--- src/rtl/hazard_control_unit_if.sv ---
// Signal bundle between the pipeline datapath and the decode-stage hazard controller.
// The master side is the pipeline; the slave side is hazard_control_unit.
interface hazard_control_unit_if #(
    parameter int unsigned CNT_W = 32'd16
);
    logic [4:0]       id_rs;
    logic [4:0]       id_rt;
    logic             id_uses_rs;
    logic             id_uses_rt;
    logic             id_jump;
    logic             id_jr;
    logic [4:0]       ex_rd;
    logic             ex_reg_write;
    logic             ex_mem_read;
    logic             ex_branch_taken;
    logic [4:0]       mem_rd;
    logic             mem_reg_write;
    logic             mem_mem_read;
    logic             mem_access;
    logic             dmem_ready;
    logic [1:0]       forward_a;
    logic [1:0]       forward_b;
    logic             pc_write;
    logic             ifid_write;
    logic             ifid_flush;
    logic             idex_flush;
    logic             exmem_write;
    logic             memwb_flush;
    logic [1:0]       fsm_state;
    logic             mem_timeout;
    logic [CNT_W-1:0] stall_cnt;
    logic [CNT_W-1:0] flush_cnt;

    modport master (
        output id_rs, id_rt, id_uses_rs, id_uses_rt, id_jump, id_jr,
        output ex_rd, ex_reg_write, ex_mem_read, ex_branch_taken,
        output mem_rd, mem_reg_write, mem_mem_read, mem_access, dmem_ready,
        input  forward_a, forward_b, pc_write, ifid_write, ifid_flush, idex_flush,
        input  exmem_write, memwb_flush, fsm_state, mem_timeout, stall_cnt, flush_cnt
    );

    modport slave (
        input  id_rs, id_rt, id_uses_rs, id_uses_rt, id_jump, id_jr,
        input  ex_rd, ex_reg_write, ex_mem_read, ex_branch_taken,
        input  mem_rd, mem_reg_write, mem_mem_read, mem_access, dmem_ready,
        output forward_a, forward_b, pc_write, ifid_write, ifid_flush, idex_flush,
        output exmem_write, memwb_flush, fsm_state, mem_timeout, stall_cnt, flush_cnt
    );
endinterface

--- src/rtl/hazard_control_unit.sv ---
// Decode-stage hazard controller: operand forwarding, load-use/branch/jump handling,
// data-memory freeze with watchdog, and saturating stall/flush counters.
module hazard_control_unit #(
    parameter int unsigned MEM_TIMEOUT = 32'd255,
    parameter int unsigned CNT_W       = 32'd16
) (
    input  logic                 clock,
    input  logic                 reset,
    hazard_control_unit_if.slave bus
);
    typedef enum logic [1:0] {
        ST_RUN      = 2'd0,
        ST_MEM_WAIT = 2'd1,
        ST_ERR      = 2'd2
    } state_t;

    localparam logic [15:0]      LP_TIMEOUT = MEM_TIMEOUT[15:0];
    localparam logic [15:0]      LP_WD_ONE  = 16'd1;
    localparam logic [CNT_W-1:0] LP_CNT_MAX = {CNT_W{1'b1}};
    localparam logic [CNT_W-1:0] LP_CNT_ONE = {{(CNT_W-1){1'b0}}, 1'b1};

    state_t           r_state;
    state_t           w_next_state;
    logic [15:0]      r_wd;
    logic [15:0]      w_wd_next;
    logic             r_mem_timeout;
    logic             w_set_timeout;
    logic [CNT_W-1:0] r_stall_cnt;
    logic [CNT_W-1:0] r_flush_cnt;
    logic             w_uses_rs;
    logic             w_lu;
    logic [1:0]       w_fwd_a;
    logic [1:0]       w_fwd_b;
    logic             w_pc_write;
    logic             w_ifid_write;
    logic             w_ifid_flush;
    logic             w_idex_flush;
    logic             w_exmem_write;
    logic             w_memwb_flush;

    // EX wins over MEM; a load in EX has no data yet, so it never forwards.
    function automatic logic [1:0] fwd_sel(
        input logic [4:0] r,
        input logic [4:0] ex_rd,
        input logic       ex_rw,
        input logic       ex_mr,
        input logic [4:0] mem_rd,
        input logic       mem_rw,
        input logic       mem_mr
    );
        logic [1:0] sel;
        if (r == 5'd0) begin
            sel = 2'd0;
        end else if (ex_rw && (ex_rd == r) && !ex_mr) begin
            sel = 2'd1;
        end else if (mem_rw && (mem_rd == r)) begin
            sel = mem_mr ? 2'd3 : 2'd2;
        end else begin
            sel = 2'd0;
        end
        return sel;
    endfunction

    assign w_fwd_a   = fwd_sel(bus.id_rs, bus.ex_rd, bus.ex_reg_write, bus.ex_mem_read,
                               bus.mem_rd, bus.mem_reg_write, bus.mem_mem_read);
    assign w_fwd_b   = fwd_sel(bus.id_rt, bus.ex_rd, bus.ex_reg_write, bus.ex_mem_read,
                               bus.mem_rd, bus.mem_reg_write, bus.mem_mem_read);
    assign w_uses_rs = bus.id_uses_rs | bus.id_jr;
    assign w_lu      = bus.ex_mem_read && bus.ex_reg_write && (bus.ex_rd != 5'd0) &&
                       ((w_uses_rs && (bus.ex_rd == bus.id_rs)) ||
                        (bus.id_uses_rt && (bus.ex_rd == bus.id_rt)));

    // Next-state, watchdog and pipeline-control decode.
    always_comb begin
        w_next_state  = r_state;
        w_wd_next     = r_wd;
        w_set_timeout = 1'b0;
        w_pc_write    = 1'b1;
        w_ifid_write  = 1'b1;
        w_ifid_flush  = 1'b0;
        w_idex_flush  = 1'b0;
        w_exmem_write = 1'b1;
        w_memwb_flush = 1'b0;
        case (r_state)
            ST_RUN: begin
                if (bus.mem_access && !bus.dmem_ready) begin
                    w_next_state  = ST_MEM_WAIT;
                    w_wd_next     = LP_WD_ONE;
                    w_pc_write    = 1'b0;
                    w_ifid_write  = 1'b0;
                    w_exmem_write = 1'b0;
                    w_memwb_flush = 1'b1;
                end else if (bus.ex_branch_taken) begin
                    w_ifid_flush  = 1'b1;
                    w_idex_flush  = 1'b1;
                end else if (w_lu) begin
                    w_pc_write    = 1'b0;
                    w_ifid_write  = 1'b0;
                    w_idex_flush  = 1'b1;
                end else if (bus.id_jump || bus.id_jr) begin
                    w_ifid_flush  = 1'b1;
                end else begin
                    w_next_state  = ST_RUN;
                end
            end
            ST_MEM_WAIT: begin
                w_pc_write    = 1'b0;
                w_ifid_write  = 1'b0;
                w_exmem_write = 1'b0;
                w_memwb_flush = 1'b1;
                if (bus.dmem_ready) begin
                    // The completing access must move on into MEM/WB.
                    w_next_state  = ST_RUN;
                    w_wd_next     = 16'd0;
                    w_exmem_write = 1'b1;
                    w_memwb_flush = 1'b0;
                end else if (r_wd >= LP_TIMEOUT) begin
                    w_next_state  = ST_ERR;
                    w_set_timeout = 1'b1;
                end else begin
                    w_wd_next     = r_wd + LP_WD_ONE;
                end
            end
            ST_ERR: begin
                w_pc_write    = 1'b0;
                w_ifid_write  = 1'b0;
                w_exmem_write = 1'b0;
                w_memwb_flush = 1'b1;
            end
            default: begin
                w_next_state  = ST_ERR;
                w_set_timeout = 1'b1;
                w_pc_write    = 1'b0;
                w_ifid_write  = 1'b0;
                w_exmem_write = 1'b0;
                w_memwb_flush = 1'b1;
            end
        endcase
    end

    // State, watchdog, sticky timeout flag and saturating counters.
    always_ff @(posedge clock or negedge reset) begin
        if (!reset) begin
            r_state       <= ST_RUN;
            r_wd          <= 16'd0;
            r_mem_timeout <= 1'b0;
            r_stall_cnt   <= {CNT_W{1'b0}};
            r_flush_cnt   <= {CNT_W{1'b0}};
        end else begin
            r_state       <= w_next_state;
            r_wd          <= w_wd_next;
            r_mem_timeout <= r_mem_timeout | w_set_timeout;
            if (!w_pc_write && (r_stall_cnt != LP_CNT_MAX)) begin
                r_stall_cnt <= r_stall_cnt + LP_CNT_ONE;
            end else begin
                r_stall_cnt <= r_stall_cnt;
            end
            if (w_ifid_flush && (r_flush_cnt != LP_CNT_MAX)) begin
                r_flush_cnt <= r_flush_cnt + LP_CNT_ONE;
            end else begin
                r_flush_cnt <= r_flush_cnt;
            end
        end
    end

    // While reset is held the pipeline is parked: all stages flushed, nothing written.
    always_comb begin
        if (!reset) begin
            bus.forward_a   = 2'd0;
            bus.forward_b   = 2'd0;
            bus.pc_write    = 1'b0;
            bus.ifid_write  = 1'b0;
            bus.ifid_flush  = 1'b1;
            bus.idex_flush  = 1'b1;
            bus.exmem_write = 1'b0;
            bus.memwb_flush = 1'b1;
        end else begin
            bus.forward_a   = w_fwd_a;
            bus.forward_b   = w_fwd_b;
            bus.pc_write    = w_pc_write;
            bus.ifid_write  = w_ifid_write;
            bus.ifid_flush  = w_ifid_flush;
            bus.idex_flush  = w_idex_flush;
            bus.exmem_write = w_exmem_write;
            bus.memwb_flush = w_memwb_flush;
        end
    end

    assign bus.fsm_state   = r_state;
    assign bus.mem_timeout = r_mem_timeout;
    assign bus.stall_cnt   = r_stall_cnt;
    assign bus.flush_cnt   = r_flush_cnt;
endmodule
--- src/flat_wrapper.sv ---
// flat-port wrapper written by rule: the top's interface ports become plain ports
module hazard_control_unit_flat 
#(
    parameter int unsigned MEM_TIMEOUT = 32'd255,
    parameter int unsigned CNT_W       = 32'd16
)
  (clock, reset, bus_id_rs, bus_id_rt, bus_id_uses_rs, bus_id_uses_rt, bus_id_jump, bus_id_jr, bus_ex_rd, bus_ex_reg_write, bus_ex_mem_read, bus_ex_branch_taken, bus_mem_rd, bus_mem_reg_write, bus_mem_mem_read, bus_mem_access, bus_dmem_ready, bus_forward_a, bus_forward_b, bus_pc_write, bus_ifid_write, bus_ifid_flush, bus_idex_flush, bus_exmem_write, bus_memwb_flush, bus_fsm_state, bus_mem_timeout, bus_stall_cnt, bus_flush_cnt);
  hazard_control_unit_if #(.CNT_W(CNT_W)) bus_i ();
  input  logic clock;
  input  logic reset;
  input wire logic [$bits(bus_i.id_rs)-1:0] bus_id_rs;
  input wire logic [$bits(bus_i.id_rt)-1:0] bus_id_rt;
  input wire logic [$bits(bus_i.id_uses_rs)-1:0] bus_id_uses_rs;
  input wire logic [$bits(bus_i.id_uses_rt)-1:0] bus_id_uses_rt;
  input wire logic [$bits(bus_i.id_jump)-1:0] bus_id_jump;
  input wire logic [$bits(bus_i.id_jr)-1:0] bus_id_jr;
  input wire logic [$bits(bus_i.ex_rd)-1:0] bus_ex_rd;
  input wire logic [$bits(bus_i.ex_reg_write)-1:0] bus_ex_reg_write;
  input wire logic [$bits(bus_i.ex_mem_read)-1:0] bus_ex_mem_read;
  input wire logic [$bits(bus_i.ex_branch_taken)-1:0] bus_ex_branch_taken;
  input wire logic [$bits(bus_i.mem_rd)-1:0] bus_mem_rd;
  input wire logic [$bits(bus_i.mem_reg_write)-1:0] bus_mem_reg_write;
  input wire logic [$bits(bus_i.mem_mem_read)-1:0] bus_mem_mem_read;
  input wire logic [$bits(bus_i.mem_access)-1:0] bus_mem_access;
  input wire logic [$bits(bus_i.dmem_ready)-1:0] bus_dmem_ready;
  output wire logic [$bits(bus_i.forward_a)-1:0] bus_forward_a;
  output wire logic [$bits(bus_i.forward_b)-1:0] bus_forward_b;
  output wire logic [$bits(bus_i.pc_write)-1:0] bus_pc_write;
  output wire logic [$bits(bus_i.ifid_write)-1:0] bus_ifid_write;
  output wire logic [$bits(bus_i.ifid_flush)-1:0] bus_ifid_flush;
  output wire logic [$bits(bus_i.idex_flush)-1:0] bus_idex_flush;
  output wire logic [$bits(bus_i.exmem_write)-1:0] bus_exmem_write;
  output wire logic [$bits(bus_i.memwb_flush)-1:0] bus_memwb_flush;
  output wire logic [$bits(bus_i.fsm_state)-1:0] bus_fsm_state;
  output wire logic [$bits(bus_i.mem_timeout)-1:0] bus_mem_timeout;
  output wire logic [$bits(bus_i.stall_cnt)-1:0] bus_stall_cnt;
  output wire logic [$bits(bus_i.flush_cnt)-1:0] bus_flush_cnt;
  assign bus_i.id_rs = bus_id_rs;
  assign bus_i.id_rt = bus_id_rt;
  assign bus_i.id_uses_rs = bus_id_uses_rs;
  assign bus_i.id_uses_rt = bus_id_uses_rt;
  assign bus_i.id_jump = bus_id_jump;
  assign bus_i.id_jr = bus_id_jr;
  assign bus_i.ex_rd = bus_ex_rd;
  assign bus_i.ex_reg_write = bus_ex_reg_write;
  assign bus_i.ex_mem_read = bus_ex_mem_read;
  assign bus_i.ex_branch_taken = bus_ex_branch_taken;
  assign bus_i.mem_rd = bus_mem_rd;
  assign bus_i.mem_reg_write = bus_mem_reg_write;
  assign bus_i.mem_mem_read = bus_mem_mem_read;
  assign bus_i.mem_access = bus_mem_access;
  assign bus_i.dmem_ready = bus_dmem_ready;
  assign bus_forward_a = bus_i.forward_a;
  assign bus_forward_b = bus_i.forward_b;
  assign bus_pc_write = bus_i.pc_write;
  assign bus_ifid_write = bus_i.ifid_write;
  assign bus_ifid_flush = bus_i.ifid_flush;
  assign bus_idex_flush = bus_i.idex_flush;
  assign bus_exmem_write = bus_i.exmem_write;
  assign bus_memwb_flush = bus_i.memwb_flush;
  assign bus_fsm_state = bus_i.fsm_state;
  assign bus_mem_timeout = bus_i.mem_timeout;
  assign bus_stall_cnt = bus_i.stall_cnt;
  assign bus_flush_cnt = bus_i.flush_cnt;
  hazard_control_unit #(.MEM_TIMEOUT(MEM_TIMEOUT), .CNT_W(CNT_W)) u_core (.clock(clock), .reset(reset), .bus(bus_i));
endmodule
--- config.mk ---
export PLATFORM = sky130hd
export DESIGN_NAME = hazard_control_unit_flat
export DESIGN_NICKNAME = d
export VERILOG_FILES = /design/src/rtl/hazard_control_unit_if.sv /design/src/rtl/hazard_control_unit.sv /design/src/flat_wrapper.sv
export SDC_FILE = /design/constraint.sdc
export NUM_CORES = 1
export LEC_CHECK = 0
export ABC_CLOCK_PERIOD_IN_PS = 6200
export BUFFER_PORTS_ARGS = -buffer_cell sky130_fd_sc_hd__clkbuf_2
export CORE_ASPECT_RATIO = 0.8
export CORE_MARGIN = 5
export CORE_UTILIZATION = 55
export DETAILED_ROUTE_END_ITERATION = 7
export PLACE_DENSITY = 0.83
export SYNTH_ARGS = -nofsm -noshare
export SYNTH_HDL_FRONTEND = slang
export SYNTH_SLANG_ARGS = --single-unit
--- constraint.sdc ---
create_clock -name clock -period 6.2 [get_ports clock]
set_clock_uncertainty 0.2 [all_clocks]
set_input_delay 0.31 -clock clock [delete_from_list [all_inputs] [get_ports clock]]
set_output_delay 0.31 -clock clock [all_outputs]
set_load 0.05 [all_outputs]
==> impl_metrics.toml, run 1 <==
[pwr]
p_per_area_nw_per_um2 = 317.0
power_frac_seq = 0.415
switching_share = 0.4282
p_sw_uw = 459.5
power.leakage_uw = 0.001643
combinationalPowerShare = 0.378
internal_power_uw = 613.6
total_power_uw = 1073
clock_power_share = 0.207
ir_worst_vdd_v = 0.0002504

[logic_synthesis]
async_reset_ff_frac = 1.000
synth_cell_types = 42
synthesis.area_sq_um = 2833
yosys_warnings = 0
ys.flop_type = "dfrtp_1"
synth_edf_count = 0
ys_seq_elements = 51
synth_cells = 294
synth.avg_cell_area_sq_um = 9.635
yosysSeqAreaShare = 0.4505
synth_nets = 330

[detailed_routing]
dr.max_layer_used = "met4"
vias = 2413
drtPass1Iterations = 4
wl_met3_um = 333
drc_errors = 0
wirelength_met1_um = 2767
wire_per_inst_um = 14.05
vias_per_cell = 5.522
drt-initial-drc-count = 82
drtAntennaViolNets = 0
routed_wirelength_um = 6138
route.met2.wl_um = 2967

[setup_path]
worst_setup_path_start_kind = "primary input"
crit_fanout = 56
r2r_slack_ns = 3.67
end_kind = "primary output"
rr_endpoint = "u_core.bus.flush_cnt[14]$_DFFE_PN0P_"
r2r_start = "u_core.bus.fsm_state[0]$_DFFE_PN0P_"
arrival_ns = 2.45
required_ns = 5.69
crit_type = "primary input to primary output"
ff2ff_path_depth = 5

[floorplanning]
initial_core_util = 0.5657
rows = 23
die_w_um = 90.24
fp.dieH_um = 74.19
die_area_sq_um = 6695
core_area_sq_um = 5007
pin_count = 78

[timing]
maxSlewViolCount = 0
max-slew-margin-rel = 0.5268
worst_slew_pin_slew_ns = 0.7073
fin_crit_sh = 0.4767
tns_ns = 0
rsz0062_at_grt = "false"
setup_viol = 0
fin_crit_ns = 2.956
hold_violations = 0
max_freq_mhz = 338.3
finalWorstSetupSlack_ns = 3.244

[place]
place.gp.congestion = 0.8853
port_buffers = 77
dpl_worst_slack_ns = 3.672
dpl.hpwl_um = 4802

[global_route]
grt_pass1_wl_um = 10750
antenna_found_initial = 0
grt_max_degree = 57
grt_pass1_vias = 2376
grt_remaining_overflow = 0
grtUsageTotal = 0.1930

[flow_run]
drv_cap = 0

[finish]
synthToLayoutAreaGrowth_pct = 19.52
fin_nets = 411
postLayoutCoreUtil = 0.6762
drive_gt1_frac = 0.2507
antenna_cells = 0
final_cell_mix = "77 x clkbuf_2, 51 x dfrtp_1, 34 x nor2_1, 30 x xor2_1, 24 x xnor2_1"
mostFrequentLayoutCell = "clkbuf_2"

[clock_tree]
cts_sinks = 51
cts_tree = "yes"
cts_root_buf = "clkbuf_8"
post-cts-setup-buffers = 0
insertion_delay_ns = 0.30
ctsLongestPathBuffers = 2
htree_levels = 2
path_clk_slew_ns = 0.09
cts_buffers = 5

[worst_hold_path]
min_path_type = "primary input to flop"
hold_depth = 2
hold_end = "u_core.bus.fsm_state[0]$_DFFE_PN0P_"
hold_path.startpoint = "bus_dmem_ready"

[status]
status = "finished clean"
-- what timing repair did --
action / CTS / global route
hold buffers: 1 / 0
hold endpoints to repair: 51 / 0
gates resized for setup: 0 / 0
setup endpoints to repair: 0 / 0
-- flip-flops by register name (all words and copies together), names as in the netlist --
name                    count
u_core.bus.mem_timeout      1
u_core.bus.flush_cnt       16
u_core.bus.stall_cnt       16
u_core.bus.fsm_state        2
u_core.r_wd                16
-- how the worst max path moves through the flow --
| stage | start | endpoint | slack, ns | cells past startpoint |
|---|---|---|---|---|
| 3_3_place_gp | bus_id_rt[2] | bus_ifid_flush | 3.74 | 7 |
| 4_1_cts | reset | bus_forward_b[0] | 3.22 | 8 |
| 6_report | reset | bus_forward_b[0] | 3.24 | 8 |
| 2_1_floorplan | u_core.bus.fsm_state[0]$_DFFE_PN0P_ | bus_pc_write | 3.33 | 5 |
| 3_5_place_dp | bus_id_rt[4] | bus_ifid_flush | 3.67 | 7 |
| 5_1_grt | reset | bus_forward_a[0] | 2.98 | 8 |
-- worst max-delay path, cell delays in order --
cell and delay (ns):
dlygate4sd3_1 0.53, clkbuf_2 0.10, buf_4 0.52, o21ai_0 0.23, nor3_1 0.27, nand2_1 0.08
o21ai_0 0.08, clkbuf_2 0.31
-- kinds of logic after synthesis --
logic type                 synth area share
AOI/OAI and AO/OA                   0.07112
xor gates and xnor gates             0.1670
adders and majority gates           0.01325
buffers and inverters               0.02518
DFF                                  0.4505
muxes                               0.02385
and+or+nand+nor                      0.2491
-- cells in the mapped netlist, drive strengths merged (8+ instances only) --
cell / n / area [sq um]
and2: 8 / 50.05
and3: 10 / 62.56
dfrtp: 51 / 1276
inv: 11 / 41.29
nand2: 22 / 85.09
nand3: 18 / 90.09
nand4: 12 / 81.33
nor2: 34 / 127.6
nor2b: 8 / 50.05
nor3: 16 / 80.08
o21ai: 8 / 40.03
xnor2: 24 / 210.2
xor2: 30 / 262.8
-- final cells by class --
cell class                 instances  area [sq um]
fill                             418          1622
sequential                        51          1276
clock inverter                     1         30.03
timing repair buffer              79         402.9
clock buffer                       6         72.57
tap                               62         77.57
multi-input combinational        227          1485
inverter                          11         41.29
-- routing by layer --
metal  vias to the layer above  global-route usage
li1                       1178                   -
met1                      1164              0.2536
met2                        63              0.3320
met3                         8             0.04146
met4                         0             0.04959
met5                         -                   0
-- power by group through the flow --
stage | clock network [uW] | registers, uW | logic [uW]
CTS | 226 | 446 | 409
global route | 241 | 456 | 434
detailed placement | 0 | 452 | 408
floorplan | 0 | 612 | 134
global placement | 0 | 449 | 400
finish | 222 | 446 | 406
-- per-stage QoR --
| step | cells | cell area, sq um | hold WS (ns) |
|---|---|---|---|
| after floorplan | 294 | 2833 | -0.1856 |
| after global placement | 429 | 3273 | 0.2537 |
| after detailed placement | 429 | 3273 | 0.2689 |
| after CTS | 437 | 3386 | 0.08600 |
| after global routing | 437 | 3386 | 0.09983 |
| final | 437 | 3386 | 0.08735 |
Power figures use the tool's default switching activity.
==> run 2: changes to the inputs <==
- ABC_CLOCK_PERIOD_IN_PS: 6200 -> 2700
- CORE_UTILIZATION: 55 -> 47
- PLACE_DENSITY: 0.83 -> 0.76
- clock period: 6.2 -> 2.7 ns (I/O delays scaled with it)
==> run 2 against run 1 <==
  * Global-route usage shrank 1.6 points
  * Critical path type unchanged
  * Total power grew 130%
  * Worst hold slack gained 0.035 ns
==> impl_metrics.toml, run 2 (synthesis results as in run 1) <==
[clock_tree]
path_clk_slew_ns = 0.09
cts_tree = "yes"
cts_buffers = 5
post-cts-setup-buffers = 0
htree_levels = 2
cts_root_buf = "clkbuf_8"
insertion_delay_ns = 0.30
ctsLongestPathBuffers = 2
cts_sinks = 51

[setup_path]
crit_path_cell_trace = "dlygate4sd3_1 > clkbuf_2 > nor2b_1 > nor3_1 > buf_4 > o31ai_1 > nor2_1 > clkbuf_2"
path_common_cell = "clkbuf_2"
arrival_ns = 2.10
worst_setup_path_start_kind = "primary input"
critPathSlowestCell = "dlygate4sd3_1"
required_ns = 2.37
slowest_delay_ns = 0.52
crit_fanout = 8
crit_type = "primary input to primary output"
end_kind = "primary output"

[pwr]
total_power_uw = 2475
switching_share = 0.4292
internal_power_uw = 1413
combinationalPowerShare = 0.380
clock_power_share = 0.208
ir_worst_vdd_v = 0.0005224
p_per_area_nw_per_um2 = 717.0
p_sw_uw = 1062
power.leakage_uw = 0.001667
power_frac_seq = 0.412

[timing]
rsz0062_at_grt = "false"
worst_slew_pin_slew_ns = 0.7310
fin_crit_sh = 0.9006
hold_violations = 0
finalWorstSetupSlack_ns = 0.2683
maxSlewViolCount = 0
max-slew-margin-rel = 0.5109
fin_crit_ns = 2.432
setup_viol = 0
tns_ns = 0
max_freq_mhz = 411.2

[detailed_routing]
drt-initial-drc-count = 96
vias_per_cell = 5.230
drtPass1Iterations = 4
drtAntennaViolNets = 0
routed_wirelength_um = 6569
drc_errors = 0
vias = 2411
wire_per_inst_um = 14.25

[flow_run]
drv_cap = 0

[global_route]
grt_max_degree = 44
grtUsageTotal = 0.1774
grt_pass1_wl_um = 11160
grt_remaining_overflow = 0
grt_pass1_vias = 2465
antenna_found_initial = 0

[finish]
final_cell_mix = "77 x clkbuf_2, 51 x dfrtp_1, 34 x nor2_1, 30 x xor2_1, 24 x xnor2_1"
postLayoutCoreUtil = 0.5870
antenna_cells = 0
mostFrequentLayoutCell = "clkbuf_2"
fin_nets = 416
drive_gt1_frac = 0.2553
fill_cells = 558
synthToLayoutAreaGrowth_pct = 21.86

[floorplanning]
die_w_um = 96.80
initial_core_util = 0.4817
core_area_sq_um = 5881
pin_count = 78
rows = 25
fp.dieH_um = 79.44
die_area_sq_um = 7689

[place]
dpl_worst_slack_ns = 0.3714
dpl.hpwl_um = 5105
port_buffers = 77
place.gp.congestion = 0.8657

[status]
status = "finished clean"

[worst_hold_path]
min_path_type = "primary input to flop"
## run 2: stage by stage
step / instance area, sq um / hold WS, ns / instances
floorplan: 2833 / -0.3606 / 294
global placement: 3319 / -0.02279 / 451
detailed placement: 3319 / -0.01888 / 451
CTS: 3452 / 0.1304 / 461
global route: 3452 / 0.1785 / 461
finish: 3452 / 0.1224 / 461
## run 2: area by class of cell
cell class              count  area (sq um)  area share
clock inverters             1         30.03    0.008699
inverters                  11         41.29     0.01196
clock buffers               6         72.57     0.02102
well taps                  81         101.3     0.02936
multi-input cells         227          1485      0.4302
flip-flops and latches     51          1276      0.3697
repair buffers             84         445.4      0.1290
## run 2: final timing paths
check / from / endpoint / slack [ns] / cells past startpoint
setup / recovery: bus_dmem_ready / bus_pc_write / 0.27 / 8
hold / removal: bus_ex_branch_taken / u_core.bus.stall_cnt[0]$_DFFE_PN0P_ / 0.12 / 4
setup reg to reg: u_core.bus.stall_cnt[9]$_DFFE_PN0P_ / u_core.bus.stall_cnt[10]$_DFFE_PN0P_ / 0.38 / 6
hold reg to reg: u_core.bus.mem_timeout$_DFF_PN0_ / u_core.bus.mem_timeout$_DFF_PN0_ / 0.28 / 1
max in group asynchronous: reset / u_core.r_wd[13]$_DFFE_PN0P_ / 1.57 / 3
min in group asynchronous: reset / u_core.bus.stall_cnt[0]$_DFFE_PN0P_ / 0.19 / 3
## run 2: power by group through the flow
| stage | registers, uW | clock network, uW | logic [uW] |
|---|---|---|---|
| 2_1_floorplan | 1410 | 0 | 309 |
| 3_3_place_gp | 1030 | 0 | 926 |
| 3_5_place_dp | 1040 | 0 | 943 |
| 4_1_cts | 1020 | 523 | 951 |
| 5_1_grt | 1050 | 558 | 1010 |
| 6_report | 1020 | 515 | 939 |
## run 2: what timing repair did
item / in CTS / in global routing
resized for setup: 0 / 0
hold endpoints to repair: 53 / 0
hold buffers: 3 / 0
## run 2: worst max-delay path, delay by kind of cell
family          cells  cell delay [ns]
buf+inv             4             1.24
simple gates        3             0.63
compound gates      1             0.08
## run 2: routing by layer
metal | up-vias | wire length (um) | GRT usage
li1 | 1180 | - | -
met1 | 1145 | 3068 | 0.2383
met2 | 80 | 3027 | 0.2851
met3 | 6 | 418 | 0.04541
met4 | 0 | 55 | 0.05189
met5 | - | 0 | 0
